<file path="src/rtl/shift_fifo_pkg.sv">
// shift_fifo_pkg
// Shared constants and helpers for the shift-register FIFO.
//   DEFAULT_WIDTH / DEFAULT_DEPTH : default word width and stage count
//   count_width(depth)            : bits needed to hold an occupancy of 0..depth
package shift_fifo_pkg;

    localparam int DEFAULT_WIDTH = 8;
    localparam int DEFAULT_DEPTH = 8;

    function automatic int count_width(input int depth);
        return $clog2(depth + 1);
    endfunction

endpackage

</file>
<file path="src/rtl/shift_fifo_stage.sv">
// shift_fifo_stage
// One storage stage of the shift chain: a WIDTH-bit register that loads d
// when en is high and clears asynchronously while rst_n is low.
// Ports:
//   clk   : clock, rising edge
//   rst_n : asynchronous active-low clear
//   en    : load enable
//   d     : word to load
//   q     : stored word
module shift_fifo_stage
    import shift_fifo_pkg::*;
#(
    parameter int WIDTH = DEFAULT_WIDTH
) (
    input  logic             clk,
    input  logic             rst_n,
    input  logic             en,
    input  logic [WIDTH-1:0] d,
    output logic [WIDTH-1:0] q
);

    always_ff @(posedge clk or negedge rst_n) begin
        if (!rst_n) begin
            q <= '0;
        end else if (en) begin
            q <= d;
        end
    end

endmodule

</file>
<file path="src/rtl/shift_fifo.sv">
// shift_fifo
// FIFO built from a DEPTH-stage shift chain. New words always enter stage 0
// and every accepted push shifts the whole chain; the oldest word therefore
// sits at stage[count-1] and a pop only has to shrink count.
// Ports:
//   clk       : clock, rising edge
//   rst_n     : asynchronous active-low reset (clears storage and count)
//   push      : write request
//   pop       : read request
//   data_in   : word written on an accepted push
//   data_out  : oldest stored word (zero when empty), combinational
//   count     : current occupancy, 0..DEPTH
//   full      : count == DEPTH
//   empty     : count == 0
//   overflow  : sticky, push while full without pop   (SHIFT_FIFO_ERR_EN only)
//   underflow : sticky, pop while empty                (SHIFT_FIFO_ERR_EN only)
// Configuration macro: SHIFT_FIFO_ERR_EN adds the overflow/underflow flags.
module shift_fifo
    import shift_fifo_pkg::*;
#(
    parameter int WIDTH = DEFAULT_WIDTH,
    parameter int DEPTH = DEFAULT_DEPTH
) (
    input  logic                          clk,
    input  logic                          rst_n,
    input  logic                          push,
    input  logic                          pop,
    input  logic [WIDTH-1:0]              data_in,
    output logic [WIDTH-1:0]              data_out,
    output logic [count_width(DEPTH)-1:0] count,
`ifdef SHIFT_FIFO_ERR_EN
    output logic                          overflow,
    output logic                          underflow,
`endif
    output logic                          full,
    output logic                          empty
);

    localparam int CW = count_width(DEPTH);

    logic [WIDTH-1:0] stage_q [DEPTH];
    logic             push_acc;
    logic             pop_acc;
    logic [CW-1:0]    count_next;

    assign full  = (count == CW'(DEPTH));
    assign empty = (count == '0);

    // A push while full is still taken when paired with a pop: the word
    // shifted out of the last stage is exactly the one being popped.
    assign push_acc = push && (!full || pop);
    assign pop_acc  = pop && !empty;

    always_comb begin
        count_next = count + CW'(push_acc) - CW'(pop_acc);
    end

    always_ff @(posedge clk or negedge rst_n) begin
        if (!rst_n) begin
            count <= '0;
        end else begin
            count <= count_next;
        end
    end

    for (genvar k = 0; k < DEPTH; k++) begin : g_stage
        logic [WIDTH-1:0] d;
        if (k == 0) begin : g_first
            assign d = data_in;
        end else begin : g_next
            assign d = stage_q[k-1];
        end
        shift_fifo_stage #(
            .WIDTH(WIDTH)
        ) u_stage (
            .clk  (clk),
            .rst_n(rst_n),
            .en   (push_acc),
            .d    (d),
            .q    (stage_q[k])
        );
    end

    // Oldest word lives at stage[count-1]; no match leaves the output zero.
    always_comb begin
        data_out = '0;
        for (int i = 0; i < DEPTH; i++) begin
            if (count == CW'(i + 1)) begin
                data_out = stage_q[i];
            end
        end
    end

`ifdef SHIFT_FIFO_ERR_EN
    always_ff @(posedge clk or negedge rst_n) begin
        if (!rst_n) begin
            overflow  <= 1'b0;
            underflow <= 1'b0;
        end else begin
            if (push && !pop && full) begin
                overflow <= 1'b1;
            end
            if (pop && empty) begin
                underflow <= 1'b1;
            end
        end
    end
`endif

endmodule

</file>
<file path="config.mk">
export PLATFORM = sky130hd
export DESIGN_NAME = shift_fifo
export DESIGN_NICKNAME = d
export VERILOG_FILES = /design/src/rtl/shift_fifo_pkg.sv /design/src/rtl/shift_fifo_stage.sv /design/src/rtl/shift_fifo.sv
export SDC_FILE = /design/constraint.sdc
export NUM_CORES = 1
export LEC_CHECK = 0
export CAP_MARGIN = 5
export CORE_MARGIN = 8
export CORE_UTILIZATION = 35
export DETAILED_ROUTE_END_ITERATION = 8
export GPL_ROUTABILITY_DRIVEN = 0
export PLACE_DENSITY_LB_ADDON = 0.25
export SKIP_CTS_REPAIR_TIMING = 1
export SYNTH_ARGS = -nofsm -noshare
export SYNTH_HDL_FRONTEND = slang
export SYNTH_SLANG_ARGS = --single-unit
</file>
<file path="constraint.sdc">
create_clock -name clk -period 4.4 [get_ports clk]
set_input_delay 0.66 -clock clk [delete_from_list [all_inputs] [get_ports clk]]
set_output_delay 0.66 -clock clk [all_outputs]
set_load 0.01 [all_outputs]
</file>
==> metrics.md <==
| Metric | Value |
|---|---|
| Yosys reg bits | 68 |
| DRC viols | 0 |
| DP Wirelength | 4425 um |
| IO buf count | 25 |
| Final setup viols | 0 |
| Worst rel slew slack | 25.49% |
| CP max FO | 15 |
| Nets | approximately 290 |
| Run status | completed |
| Global-route met1 utilization | between 10% and 20% |
| Critical path class | reg2out |
| R2R setup slack | 1710 ps |
| Synthesis Warnings | 0 |
| Clock Sinks | 68 |
| N_diodes | 0 |
| F_max | 290.4 MHz |
| Post-DR vias/cell | 4.936 |
| Post-synthesis cell count | about 240 |
| Worst setup path start | count[3] |
| Final critical-path share of the clock period | between 70% and 80% |
| Antenna Nets Post-Route | 0 |
| Initial DRC count | 75 |
| Static leakage | between 1.5 and 2 nW |
| Initial Util | 35.26% |
| Post-Syn Nets | between 200 and 300 |
| CTS tree | done |
| First-pass GRT wire length | about 12,000 um |
| CP arrival | around 2800 ps |
| CTS Buf Count | 9 |
| Worst VDD drop | around 0.26 mV |
| First-pass DRT Iterations | 3 |
| Reg-to-reg startpoint | count[1] |
| Max-cap violations | 0 |
| Finished Layout Cells | about 410 |
| Die W | around 120 um |
| Total global routing overflow | 0 |
| Synth Cell Area | ~0.0036 sq mm |
| Share of layout cells above drive strength 1 | 37.64% |
| R2R depth | 6 |
| GR peak layer | met1 |
| Post-Syn Area per Cell | around 15 sq um |
| Clock Latency Late Sink | 350 ps |
| Htree depth | 3 |
| Top delay family on crit path | adder cells |
| Worst EP required | between 3000 and 4000 ps |
| Final worst path period need | 3444 ps |
| Max stage delay on crit path | 570 ps |
| Largest net degree at the start of global routing | 65 |
| Crit start category | flip-flop |
| Cell Pwr Density | roughly 770 mW/mm^2 |
| Layout area overhead | 14.28% |
| Routed wire length | just under 7000 um |
| Initial antenna violation count | 0 |
| GR Util met3 | between 2 and 3% |
| Post-synthesis sequential area ratio | between 40% and 50% |
| Final Hold Fails | 0 |
| Chip height | 117.1 um |
| Reg2reg end | g_stage[2].u_stage.q[1] |
| Slew @ Worst Pin | 1118 ps |
| RSZ-0062 raised after global routing | no |
| Hold Slack | 302.6 ps |
| Hold WC Path Type | in2async |
| Final WS setup | approximately 960 ps |
| # IOs | 26 |
| Power, Total | approximately 3.1 mW |
| GRT Total Usage | a little under an eighth |
| Met2 Use GR | between 10% and 20% |
| Slew Viols, Final | 0 |
| CTS max path bufs | 2 |
| Setup TNS | 0 ps |
| Critical-path cell list | inv_1 -> ha_1 -> nand3_1 -> o22a_1 -> o21a_1 -> clkdlybuf4s50_1 |
| Via count | approximately 2,000 |
| WL per Instance | around 17 um |
| Core Area | slightly above 0.01 sq mm |
| CP endpoint kind | output pin |
| Vias in the first global route | 2,090 |
| Final core occ | between 40% and 50% |
| Cells after DPL | 391 |
| Rows | 37 |
| Count of cell types in the netlist | 35 |
| Root buf cell | clkbuf_8 |
| Final instance area | 0.004085 sq mm |
| Crit path buf inv count | 2 |
| Layout fillers | about 950 |
| CP max stage cell | ha_1 |
| Reg clk slew, reported paths | approximately 80 ps |
| Dpl ws | about 1300 ps |
| Clock Skews | 6.301 ps |
| Die Area | 0.01370 sq mm |
| Cell Area, Placed | between 0.003 and 0.004 sq mm |
==> flip-flops by register name, summed over array words and instances, names as in the netlist <==
register	flops
count	4
g_stage.u_stage.q	64
==> cells by family after synthesis <==
| family | count (synthesis) | share of synthesized area (%) |
|---|---|---|
| buf+inv | 23 | 5.880 |
| compound gates | 47 | 10.89 |
| mux | 73 | 28.14 |
| flops | 68 | 47.60 |
| fa+ha+maj | 8 | 3.010 |
| simple gates | 21 | 3.990 |
| xor+xnor | 2 | 0.4901 |
==> cells in the mapped netlist, drive strengths merged <==
master	number	share of area (%)
o221a	6	1.9
clkbuf	3	0.31
nor2b	2	0.35
mux2	73	28
o22ai	2	0.35
o221ai	7	1.7
buf	13	4.8
a21oi	3	0.42
fa	1	0.56
nand3b	6	1.3
a21o	1	0.21
nand2b	7	1.2
o22a	2	0.49
inv	6	0.63
dfrtp	68	48
o211ai	8	1.7
nand3	1	0.14
o21ai	4	0.98
nand2	3	0.53
clkinv	1	0.10
a32oi	6	1.5
nor2	1	0.31
xor2	2	0.49
o21a	8	1.7
and2	1	0.18
ha	7	2.5
==> area by class of cell <==
type / count / area [sq um] / area share [%]
clock buffers: 10 / 137.6 / 3.369
inverters: 7 / 26.28 / 0.6432
multi-input cells: 151 / 1663 / 40.70
well taps: 136 / 170.2 / 4.165
flip-flops and latches: 68 / 1702 / 41.65
repair buffers: 29 / 275.3 / 6.738
clock inverters: 6 / 111.4 / 2.726
==> cell usage in the layout (no fill, tap or decap), types with 3 or more instances in the layout <==
master,count
clkbuf_8,10
mux2_4,49
nand3b_1,6
inv_1,6
bufinv_16,3
ha_1,7
o211ai_1,8
clkdlybuf4s50_1,24
o221ai_1,7
nand2b_1,7
a21oi_1,3
o221a_2,6
o21a_1,8
a32oi_1,6
mux2_2,22
dfrtp_1,68
buf_4,4
==> worst max-delay path by stage <==
stage                   to  slack [ps]  cells past startpoint
2_1_floorplan     count[2]        2080                     10
3_3_place_gp   data_out[6]        1270                      6
3_5_place_dp   data_out[7]        1260                      6
4_1_cts        data_out[7]         860                      6
5_1_grt        data_out[0]         760                      6
6_report       data_out[7]         960                      6
==> power by group <==
group	total, mW	switching, mW	internal [mW]
Clock	0.639	0.247	0.392
Sequential	1.14	0.242	0.898
Combinational	1.36	0.542	0.813
==> metal layers <==
metal  up-vias  wire length [um]
met5         -                 0
met4         0               122
met3        10               177
met2        22              2944
met1      1029              3698
li1        948                 -
Note: power is estimated with default switching activity, not from simulation.
